File: config.mk
export PLATFORM = sky130hd
export DESIGN_NAME = tqvp_dlmiles_i2c_fifo_param
export DESIGN_NICKNAME = d
export VERILOG_FILES = /design/src/rtl/tqvp_dlmiles_i2c_fifo_param.sv
export SDC_FILE = /design/constraint.sdc
export NUM_CORES = 1
export LEC_CHECK = 0
export CAP_MARGIN = 5
export CORE_MARGIN = 2
export CORE_UTILIZATION = 40
export CTS_BUF_LIST = sky130_fd_sc_hd__clkbuf_8
export CTS_CLUSTER_SIZE = 16
export DETAILED_ROUTE_END_ITERATION = 8
export HOLD_SLACK_MARGIN = 0.02
export PLACE_DENSITY_LB_ADDON = 0.3
export SLEW_MARGIN = 10
export SYNTH_ARGS = -nofsm -noshare
export SYNTH_HDL_FRONTEND = slang
export SYNTH_SLANG_ARGS = --single-unit
File: constraint.sdc
create_clock -name clk -period 5.65 [get_ports clk]
set_clock_uncertainty 0.1 [all_clocks]
set_input_delay 0.8475 -clock clk [delete_from_list [all_inputs] [get_ports clk]]
set_output_delay 0.8475 -clock clk [all_outputs]
set_load 0.01 [all_outputs]
File: src/rtl/tqvp_dlmiles_i2c_fifo_param.sv
// TX {tag,data} and RX byte FIFOs between the TinyQV register interface and the I2C engine.
// Push visible at head next cycle; drop-on-full sets overrun; RX pop on empty sets underrun.
module tqvp_dlmiles_i2c_fifo_param #(
    parameter int DATA_WIDTH    = 8,
    parameter int TX_TAG_WIDTH  = 1,
    parameter int TX_DEPTH_LOG2 = 2,
    parameter int RX_DEPTH_LOG2 = 2,
    parameter int RX_THRESH     = 2,
    parameter int TX_THRESH     = 1
) (
    input  logic                               clk,
    input  logic                               rst_i,
    input  logic                               tx_flush_i,
    input  logic                               rx_flush_i,
    input  logic                               flag_clr_i,
    input  logic [TX_TAG_WIDTH+DATA_WIDTH-1:0] cpu_tx_data_i,
    input  logic                               cpu_tx_valid_i,
    output logic                               cpu_tx_ready_o,
    output logic [TX_TAG_WIDTH+DATA_WIDTH-1:0] i2c_txd_data_o,
    output logic                               i2c_txd_valid_o,
    input  logic                               i2c_txd_ready_i,
    input  logic [DATA_WIDTH-1:0]              i2c_rxd_data_i,
    input  logic                               i2c_rxd_valid_i,
    output logic [DATA_WIDTH:0]                cpu_rx_data_o,
    output logic                               cpu_rx_valid_o,
    input  logic                               cpu_rx_ready_i,
    output logic [TX_DEPTH_LOG2:0]             tx_level_o,
    output logic [RX_DEPTH_LOG2:0]             rx_level_o,
    output logic                               st_tx_full_o,
    output logic                               st_tx_empty_o,
    output logic                               st_rx_full_o,
    output logic                               st_rx_empty_o,
    output logic                               st_tx_overrun_o,
    output logic                               st_rx_overrun_o,
    output logic                               st_rx_underrun_o,
    output logic                               irq_tx_thresh_o,
    output logic                               irq_rx_thresh_o
);
    localparam int TXW      = TX_TAG_WIDTH + DATA_WIDTH;
    localparam int TX_DEPTH = 1 << TX_DEPTH_LOG2;
    localparam int RX_DEPTH = 1 << RX_DEPTH_LOG2;

    // ---------------- TX side ----------------
    logic [TXW-1:0]           tx_mem_q [TX_DEPTH];
    logic [TX_DEPTH_LOG2-1:0] tx_wr_q, tx_wr_d, tx_rd_q, tx_rd_d;
    logic [TX_DEPTH_LOG2:0]   tx_lvl_q, tx_lvl_d;
    logic                     tx_ovr_q, tx_ovr_d;
    logic                     tx_push, tx_pop;

    assign st_tx_empty_o   = (tx_lvl_q == '0);
    assign st_tx_full_o    = (tx_lvl_q == (TX_DEPTH_LOG2+1)'(TX_DEPTH));
    assign tx_level_o      = tx_lvl_q;
    assign cpu_tx_ready_o  = ~st_tx_full_o;
    assign i2c_txd_valid_o = ~st_tx_empty_o;
    assign i2c_txd_data_o  = st_tx_empty_o ? '0 : tx_mem_q[tx_rd_q];
    assign st_tx_overrun_o = tx_ovr_q;
    assign irq_tx_thresh_o = (32'(tx_lvl_q) <= TX_THRESH);

    // A pop frees the slot, so a push into a full FIFO still succeeds alongside it.
    assign tx_pop  = i2c_txd_ready_i & ~st_tx_empty_o;
    assign tx_push = cpu_tx_valid_i & (~st_tx_full_o | tx_pop);

    always_comb begin
        tx_wr_d  = tx_wr_q;
        tx_rd_d  = tx_rd_q;
        tx_lvl_d = tx_lvl_q;
        tx_ovr_d = tx_ovr_q;
        if (tx_flush_i) begin
            tx_wr_d  = '0;
            tx_rd_d  = '0;
            tx_lvl_d = '0;
            tx_ovr_d = 1'b0;
        end else begin
            tx_ovr_d = (tx_ovr_q & ~flag_clr_i) | (cpu_tx_valid_i & ~tx_push);
            if (tx_push) tx_wr_d = tx_wr_q + 1'b1;
            if (tx_pop)  tx_rd_d = tx_rd_q + 1'b1;
            if (tx_push && !tx_pop)      tx_lvl_d = tx_lvl_q + 1'b1;
            else if (tx_pop && !tx_push) tx_lvl_d = tx_lvl_q - 1'b1;
        end
    end

    always_ff @(posedge clk) begin
        if (rst_i) begin
            tx_wr_q  <= '0;
            tx_rd_q  <= '0;
            tx_lvl_q <= '0;
            tx_ovr_q <= 1'b0;
        end else begin
            tx_wr_q  <= tx_wr_d;
            tx_rd_q  <= tx_rd_d;
            tx_lvl_q <= tx_lvl_d;
            tx_ovr_q <= tx_ovr_d;
        end
    end

    always_ff @(posedge clk) begin
        if (tx_push && !tx_flush_i && !rst_i) tx_mem_q[tx_wr_q] <= cpu_tx_data_i;
    end

    // ---------------- RX side ----------------
    logic [DATA_WIDTH-1:0]    rx_mem_q [RX_DEPTH];
    logic [RX_DEPTH_LOG2-1:0] rx_wr_q, rx_wr_d, rx_rd_q, rx_rd_d;
    logic [RX_DEPTH_LOG2:0]   rx_lvl_q, rx_lvl_d;
    logic                     rx_ovr_q, rx_ovr_d, rx_und_q, rx_und_d;
    logic                     rx_push, rx_pop;

    assign st_rx_empty_o    = (rx_lvl_q == '0);
    assign st_rx_full_o     = (rx_lvl_q == (RX_DEPTH_LOG2+1)'(RX_DEPTH));
    assign rx_level_o       = rx_lvl_q;
    assign cpu_rx_valid_o   = ~st_rx_empty_o;
    assign cpu_rx_data_o    = {st_rx_empty_o, st_rx_empty_o ? {DATA_WIDTH{1'b0}} : rx_mem_q[rx_rd_q]};
    assign st_rx_overrun_o  = rx_ovr_q;
    assign st_rx_underrun_o = rx_und_q;
    assign irq_rx_thresh_o  = (32'(rx_lvl_q) >= RX_THRESH);

    assign rx_pop  = cpu_rx_ready_i & ~st_rx_empty_o;
    assign rx_push = i2c_rxd_valid_i & (~st_rx_full_o | rx_pop);

    always_comb begin
        rx_wr_d  = rx_wr_q;
        rx_rd_d  = rx_rd_q;
        rx_lvl_d = rx_lvl_q;
        rx_ovr_d = rx_ovr_q;
        rx_und_d = rx_und_q;
        if (rx_flush_i) begin
            rx_wr_d  = '0;
            rx_rd_d  = '0;
            rx_lvl_d = '0;
            rx_ovr_d = 1'b0;
            rx_und_d = 1'b0;
        end else begin
            rx_ovr_d = (rx_ovr_q & ~flag_clr_i) | (i2c_rxd_valid_i & ~rx_push);
            rx_und_d = (rx_und_q & ~flag_clr_i) | (cpu_rx_ready_i & st_rx_empty_o);
            if (rx_push) rx_wr_d = rx_wr_q + 1'b1;
            if (rx_pop)  rx_rd_d = rx_rd_q + 1'b1;
            if (rx_push && !rx_pop)      rx_lvl_d = rx_lvl_q + 1'b1;
            else if (rx_pop && !rx_push) rx_lvl_d = rx_lvl_q - 1'b1;
        end
    end

    always_ff @(posedge clk) begin
        if (rst_i) begin
            rx_wr_q  <= '0;
            rx_rd_q  <= '0;
            rx_lvl_q <= '0;
            rx_ovr_q <= 1'b0;
            rx_und_q <= 1'b0;
        end else begin
            rx_wr_q  <= rx_wr_d;
            rx_rd_q  <= rx_rd_d;
            rx_lvl_q <= rx_lvl_d;
            rx_ovr_q <= rx_ovr_d;
            rx_und_q <= rx_und_d;
        end
    end

    always_ff @(posedge clk) begin
        if (rx_push && !rx_flush_i && !rst_i) rx_mem_q[rx_wr_q] <= i2c_rxd_data_i;
    end

endmodule

# Yosys cells after proc, flatten, opt, wreduce, memory -nomap -nowiden
# Memories as Yosys holds them, arrays and structs flattened. A register that Yosys moved wholly into a read port is not among the register bits.
# Cells that the tools add are included.
dict set report classes {
  addsub 8
  n_lt_le_gt_ge 2
  n_eq_ne 2
  muxes 14
  n_bitwise 22
  reduce_logical 21
}
# op n
set op_table {}
lappend op_table {{$mux W3} 4}
lappend op_table {{$and A1 B1 Y1} 10}
lappend op_table {{$mux W9} 1}
lappend op_table {{$add A2 B1 Y2 const B} 4}
lappend op_table {{$logic_and A1 B1 Y1} 8}
lappend op_table {{$mux W2} 4}
lappend op_table {{$mux W8} 1}
lappend op_table {{$logic_not A1 Y1} 7}
lappend op_table {{$not A1 Y1} 7}
lappend op_table {{$add A3 B1 Y3 const B} 2}
lappend op_table {{$eq A3 B3 Y1 const B} 2}
lappend op_table {{$logic_not A3 Y1} 2}
lappend op_table {{$sub A3 B1 Y3 const B} 2}
lappend op_table {{$or A1 B1 Y1} 5}
lappend op_table {{$mux W1} 4}
lappend op_table {{$reduce_bool A2 Y1} 2}
lappend op_table {{$reduce_or A2 Y1} 2}
lappend op_table {{$ge A3 B2 Y1 const B} 1}
lappend op_table {{$le A3 B1 Y1 const B} 1}
dict set report totals {
  reg_bits 17
  ramBits 68
  output_inout_bits 36
  mem_count 2
}
# memory depth width read_ports rd_ports_with_merged_regs write_ports line_no
set memory_table {}
lappend memory_table {tx_mem_q 4 9 1 1 1 44} ;# logic [TXW-1:0] tx_mem_q [TX_DEPTH];
lappend memory_table {rx_mem_q 4 8 1 1 1 101} ;# logic [DATA_WIDTH-1:0] rx_mem_q [RX_DEPTH];

# Depth between registers and ports, before layout
# Gate-level depths: netlist of the first run.
dict set report logic_depth {
  word_depth 9
  depth_mapped 9
}

# Worst setup path before layout of the first run
# No wires, ideal clock.
dict set report synth_timing {
  kind {input to register}
  from {in cpu_rx_ready_i}
  to {reg rx_lvl_q[2] (netlist: rx_level_o[2])}
  setup_time_ns 0.071
  arrival_ns 2.534
  required_ns 5.479
  slack_ns 2.945
  cell_stages 9
  path_cell_list {or4b_4 and2_4 buf_6 ha_1 inv_1 fa_1 xor2_1 or3_1 a21oi_1}
}
dict set report synth_via {
  elab_chain_cells 6
}
# item line_no
set synth_lines {}
lappend synth_lines {{from (decl)} 26} ;# input logic cpu_rx_ready_i,
lappend synth_lines {{$and A1 B1 Y1 *} 116} ;# assign rx_pop = cpu_rx_ready_i & ~st_rx_empty_o;
lappend synth_lines {{$or A1 B1 Y1 *} 117} ;# assign rx_push = i2c_rxd_valid_i & (~st_rx_full_o | rx_pop);
lappend synth_lines {{$and A1 B1 Y1 *} 117}
lappend synth_lines {{named net rx_push} 105} ;# logic rx_push, rx_pop;
lappend synth_lines {{$logic_not A1 Y1} 137} ;# else if (rx_pop && !rx_push) rx_lvl_d = rx_lvl_q - 1'b1;
lappend synth_lines {{$logic_and A1 B1 Y1} 137}
lappend synth_lines {{$reduce_bool A2 Y1 (no line)} --}
lappend synth_lines {{to (signal assigned)} 151} ;# rx_lvl_q <= rx_lvl_d;
lappend synth_lines {{to (decl)} 103} ;# logic [RX_DEPTH_LOG2:0] rx_lvl_q, rx_lvl_d;
# The timed path passes the listed nets; every way through them passes the cells marked *.
# A chain may end at the register's enable or synchronous reset.

==> reports/metrics.yaml, run 1 <==
synth:
  synth_compound_area_share_pct: 3.64
  synth-simple-area-share_pct: 9.45
  synthTopCellsByArea: "edfxtp_1 55%, dfxtp_1 11%, mux4_2 10%"
  netlist_top_cells_count: "68 x edfxtp_1, 21 x dfxtp_1, 17 x mux4_2, 14 x ha_1"
  synth_flop_cell: "edfxtp_1"
  synth.most_common_cell: "edfxtp_1"
  yosys_warnings: 0
  seq_area_frac_synth_pct: 66.4
  synth.net_count: 275
  avgSynthCellArea_um2: 15.8
  async_flop_share_pct: 0
  synth_top_family_by_area: "multiplexers"
  synth_edf_count: 68
  synthMuxAreaShare_pct: 11.4
  yosys.area_share.xor_xnor_pct: 1.18
  synth_cells: 234
  synthesis.area_um2: 3710
  yosysTopAreaCell: "edfxtp_1"
  synth_cell_types: 38
  synth_top_area_share_pct: 55.1
  ys_ff_latch: 89
  yosys.area_share.adder_pct: 5.26
clock_tree:
  cts-resized-gates: 0
  clock_latency_ns: 0.35
  path_clk_slew_ns: 0.09
  ctsHoldBuffers: 0
  cts_max_level: 3
  cts_tree: "yes"
  clk_path_buf_depth: 2
  cts-root-buf: "clkbuf_8"
  cts_made_buffers: 9
  cts.sink_count: 89
  cts_setup_buffers: 0
detailed_routing:
  ant_nets: 0
  via_per_inst: 5.01
  drc: 0
  first_pass_iters: 4
  drtIter0Drc: 73
  via_count: 2063
  drt-total-wl_um: 6290
  routedWlPerCell_um: 15.3
run:
  drv_cap: 0
setup_path:
  arrival_ns: 2.32
  crit_buf_inv: 1
  cp-start-kind: "flop"
  required_ns: 4.70
  cp_slowest_cell: "dfxtp_1"
  crit_fanout: 9
  slowest_delay_ns: 0.73
  critPathKind: "reg -> out"
  end_kind: "primary output"
  path_cells: "mux4_2, and2_1, clkdlybuf4s50_1"
  cpLargestDelayFamily: "flip-flops"
sta:
  hold_viol: 0
  period_share_pct: 57.8
  fmax_mhz: 306
  rsz0062_at_grt: "false"
  slew_headroom_pct: 36.7
  final-setup-viol-count: 0
  tightestPinTransition_ns: 0.944
  min_period_ns: 3.26
  maxSlewViolCount: 0
  timing.final.ws_setup_ns: 2.39
  finalSetupTns_ns: 0
global_routing:
  grt_pass1_vias: 2036
  grt_max_degree: 16
  grt_pass1_wl_um: 9990
  grt_use_total_pct: 13.3
  antenna_found_initial: 0
  grt_overflow: 0
power:
  p_seq_share_pct: 56.0
  vdd_drop_max_uv: 99.8
  combPwrFrac_pct: 14.9
  p_leak_nw: 1.56
  p_sw_mw: 0.318
  pwr-share-clk_pct: 29.1
  finalPower_mw: 1.30
  powerDensity_nw_per_um2: 284
  p_int_mw: 0.983
  p_sw_share_pct: 24.5
die:
  initial_core_util_pct: 40.7
  ios: 62
  fp.dieH_um: 100
  dieArea_um2: 10100
  core_um2: 9110
  die_w_um: 100
  num_rows: 35
min_path:
  hp-class: "reg -> reg"
place:
  pre_cts_ws_ns: 2.42
  gp_congestion: 0.778
  hpwlAfterDp_um: 4290
  io_buffers: 61
finish:
  n_antenna_cell: 0
  nets: 337
  drive_above_1_share_pct: 14.0
  syn2layout_area_growth_pct: 23.6
outcome:
  status: "finished, final reports clean"
worst paths after layout:
| path | startpoint | end | slack (ns) | depth (start not counted) |
|---|---|---|---|---|
| hold reg to reg | st_tx_overrun_o | st_tx_overrun_o | 0.38 | 2 |
| hold / removal | st_tx_overrun_o | st_tx_overrun_o | 0.38 | 2 |
| setup reg to reg | rx_level_o[0] | rx_level_o[2] | 3.30 | 8 |
| setup / recovery | flop | i2c_txd_data_o[6] | 2.39 | 3 |
worst register-to-register path: cells and delay by family, from the launching register on:
kind	cells	cell delay [ns]
xor gates and xnor gates	1	0.07
DFF	1	0.41
AOI/OAI and AO/OA	1	0.15
buffers and inverters	1	0.07
adders and majority gates	2	0.38
and+or+nand+nor	3	1.10
stage by stage:
step                hold WS, ns  util (%)  cell area, um2  cells
floorplan                 0.355         -            3710    234
global placement          0.363      48.4            4410    396
detailed placement        0.368      48.4            4410    396
CTS                       0.386      50.3            4580    412
global route              0.405      50.3            4580    412
finish                    0.383      50.3            4580    412
power by group through the flow:
stage	clock, mW	sequential (mW)	combinational, mW
3_5_place_dp	0	0.744	0.197
2_1_floorplan	0	0.740	0.0999
3_3_place_gp	0	0.744	0.194
5_1_grt	0.417	0.732	0.212
4_1_cts	0.389	0.729	0.197
6_report	0.378	0.729	0.194
cells in the final DEF, fill, tap and decap left out, types with 4 or more instances in the layout:
master / count
xor2_1: 4
dfxtp_1: 21
nor2_1: 12
mux4_2: 17
a21oi_1: 11
nor2b_1: 9
ha_1: 14
inv_1: 12
clkdlybuf4s50_1: 61
edfxtp_1: 68
and3_1: 6
and2_1: 9
clkbuf_8: 9
o21ai_0: 4
metal layers:
metal  share of wire (%)  up-vias  GRT usage [%]
li1                    -      997              -
met1                  48     1009           18.5
met2                  47       44           19.8
met3                 3.2       13           2.37
met4                 2.1        0           7.27
met5                   0        -              0
registers in the layout, summed over array words and instances, names as in the netlist, named ones only:
signal,flops
st_tx_overrun_o,1
tx_level_o,3
rx_wr_q,2
rx_level_o,3
rx_rd_q,2
rx_mem_q,32
tx_wr_q,2
st_rx_underrun_o,1
tx_rd_q,2
st_rx_overrun_o,1
tx_mem_q,36
cells by family after synthesis:
group | after synthesis
buf+inv | 22
compound gates | 22
fa+ha+maj | 15
xor+xnor | 5
simple gates | 60
flops | 89
mux | 21
cell type report:
class                   instances  area [um2]
clock buffers                   9         124
clock inverters                 7        46.3
fillers                       792        4530
inverters                      12        45.0
multi-input cells             123        1150
flip-flops and latches         89        2460
well taps                     111         139
repair buffers                 61         611
Power figures use the tool's default switching activity.
==> inputs of run 2 (changes only) <==
Clock period 5.65 ns to 3.1 ns, I/O delays scaled along.
==> run 2 against run 1 <==
  * Via count grew 0.63%
  * Core utilization is essentially flat
  * Combinational power up 88%
  * Clock power increased by 75%
  * Total power rose by 81%
  * Sequential share of layout area about the same
  * Register-to-register slack worse by 2.6 ns
  * First-iteration DRC count decreased by 21%
  * Die area did not move
  * Non-clock buffer count is 2 higher
  * Sequential power rose by 82%
  * Critical path depth rose by 2
==> reports/metrics.yaml, run 2 (same netlist as run 1, synthesis figures left out) <==
global_routing:
  antenna_found_initial: 0  # unchanged
  grt_overflow: 0  # unchanged
  grt_pass1_vias: 2129  # +4.6%
  grt_use_total_pct: 13.8  # +0.53 points
  grt_pass1_wl_um: 10400  # +4.1%
  grt_max_degree: 15  # -1
sta:
  hold_viol: 0  # unchanged
  rsz0062_at_grt: "false"
  maxSlewViolCount: 0  # unchanged
  timing.final.ws_setup_ns: 0.311  # -2.08 ns
  slew_headroom_pct: 62.2  # +25 points
  min_period_ns: 2.79
  period_share_pct: 90.0
  fmax_mhz: 359
  tightestPinTransition_ns: 0.567  # -0.378 ns
  final-setup-viol-count: 0  # unchanged
  finalSetupTns_ns: 0  # unchanged
detailed_routing:
  ant_nets: 0  # unchanged
  routedWlPerCell_um: 15.8  # +3.4%
  drc: 0  # unchanged
  via_count: 2076  # +0.63%
  drtIter0Drc: 58  # -21%
  first_pass_iters: 4  # unchanged
  drt-total-wl_um: 6520  # +3.7%
  via_per_inst: 5.03  # +0.39%
min_path:
  hp-class: "reg -> reg"
  min_from: "st_rx_overrun_o"
  holdPathStages: 2  # unchanged
setup_path:
  critPathCapture: "i2c_txd_data_o[6]"
  cp-start-kind: "flop"
  required_ns: 2.53  # -2.17 ns
  end_kind: "primary output"
  crit_fanout: 13  # +4
  reg2reg_slack_ns: 0.74  # -2.56 ns
  reg2reg_from: "rx_level_o[0]"
  r2r_end: "rx_level_o[2]"
  arrival_ns: 2.22  # -0.10 ns
  rr_worst_depth: 8  # unchanged
  critPathKind: "reg -> out"
  cp-startpoint: "tx_level_o[0]"
power:
  p_leak_nw: 1.56  # about the same
  vdd_drop_max_uv: 224  # +120%
  powerDensity_nw_per_um2: 512  # +80%
run:
  drv_cap: 0  # unchanged
clock_tree:
  cts_setup_buffers: 0  # unchanged
  cts_tree: "yes"
  cts_made_buffers: 9  # unchanged
  cts.sink_count: 89  # unchanged
  cts-resized-gates: 0  # unchanged
  ctsHoldBuffers: 0  # unchanged
  clock_latency_ns: 0.34  # about the same
  path_clk_slew_ns: 0.08  # about the same
  clk_path_buf_depth: 2  # unchanged
  cts_max_level: 3  # unchanged
  cts-root-buf: "clkbuf_8"
finish:
  largest_reg_flops: 36  # unchanged
  syn2layout_area_growth_pct: 23.7  # about the same
  top_register: "tx_mem_q"
  nets: 339  # +0.59%
  multi_input_area_um2: 1150  # unchanged
  drive_above_1_share_pct: 13.9  # -0.046 points
  n_antenna_cell: 0  # unchanged
  regArea_um2: 2460  # unchanged
  utilization_pct: 50.3  # about the same
  fin_area_um2: 4580  # about the same
  final_cell_mix: "68 x edfxtp_1, 61 x clkdlybuf4s50_1, 21 x dfxtp_1"
  finalNonFillerCells: 413  # +0.24%
  fillers: 781  # -1.4%
  final_common_cell: "edfxtp_1"
  biggestRegsByFlops: "tx_mem_q (36), rx_mem_q (32)"
place:
  pre_cts_ws_ns: 0.265  # -2.16 ns
  hpwlAfterDp_um: 4400  # +2.4%
  place_area_um2: 4430  # +0.34%
  gp_congestion: 0.760  # -2.3%
  dp_cells: 398  # +0.51%
  io_buffers: 61  # unchanged
outcome:
  status: "finished, final reports clean"
die:
  dieArea_um2: 10100  # unchanged
  core_um2: 9110  # unchanged
  fp.dieH_um: 100  # unchanged
  num_rows: 35  # unchanged
  initial_core_util_pct: 40.7  # unchanged
  ios: 62  # unchanged
  die_w_um: 100  # unchanged
==> run 2: cell types whose count changed in the layout (fill, tap and decap cells not counted) <==
cell,previous run,this run
buf_4,0,2
clkinv_4,2,0
clkinv_1,2,3
clkinv_2,1,0
clkinvlp_4,1,2
==> run 2: critical path, cell delays in order, from the launching register on <==
cell	delay (ns)
dfxtp_1	0.41
inv_1	0.10
ha_1	0.24
nand2b_1	0.37
and2_1	0.22
clkdlybuf4s50_1	0.54
==> run 2: where the power goes <==
part,internal (mW),total (mW),switching [mW]
combinational,0.202,0.364,0.162
clock,0.281,0.660,0.378
sequential,1.30,1.33,0.0225
total,1.79,2.35,0.563
==> run 2: how the worst min path moves through the flow <==
stage | slack (ns) | to
6_report | 0.38 | st_rx_overrun_o
5_1_grt | 0.40 | st_rx_overrun_o
4_1_cts | 0.38 | st_tx_overrun_o
3_5_place_dp | 0.37 | st_rx_overrun_o
3_3_place_gp | 0.36 | st_tx_overrun_o
2_1_floorplan | 0.35 | flop
==> run 2: layout make-up <==
cell class	instances	area share (%)
clock inverters	6	0.764
flip-flops and latches	89	53.7
repair buffers	63	13.6
clock buffers	9	2.70
multi-input cells	123	25.2
well taps	111	3.03
inverters	12	0.983
==> run 2: metrics by stage <==
stage                     power, mW  hold WS [ns]
after global placement         1.72         0.361
after global routing           2.47         0.403
after CTS                      2.38         0.383
after floorplan                1.53         0.355
after detailed placement       1.72         0.368
final                          2.35         0.380
==> run 2: per-layer routing <==
| metal | GRT usage, % | vias to the layer above | routed length (um) |
|---|---|---|---|
| met3 | 3.69 | 9 | 265 |
| met2 | 21.9 | 50 | 3160 |
| met5 | 0 | - | 0 |
| li1 | - | 997 | - |
| met1 | 17.9 | 1020 | 3010 |
| met4 | 5.90 | 0 | 91 |
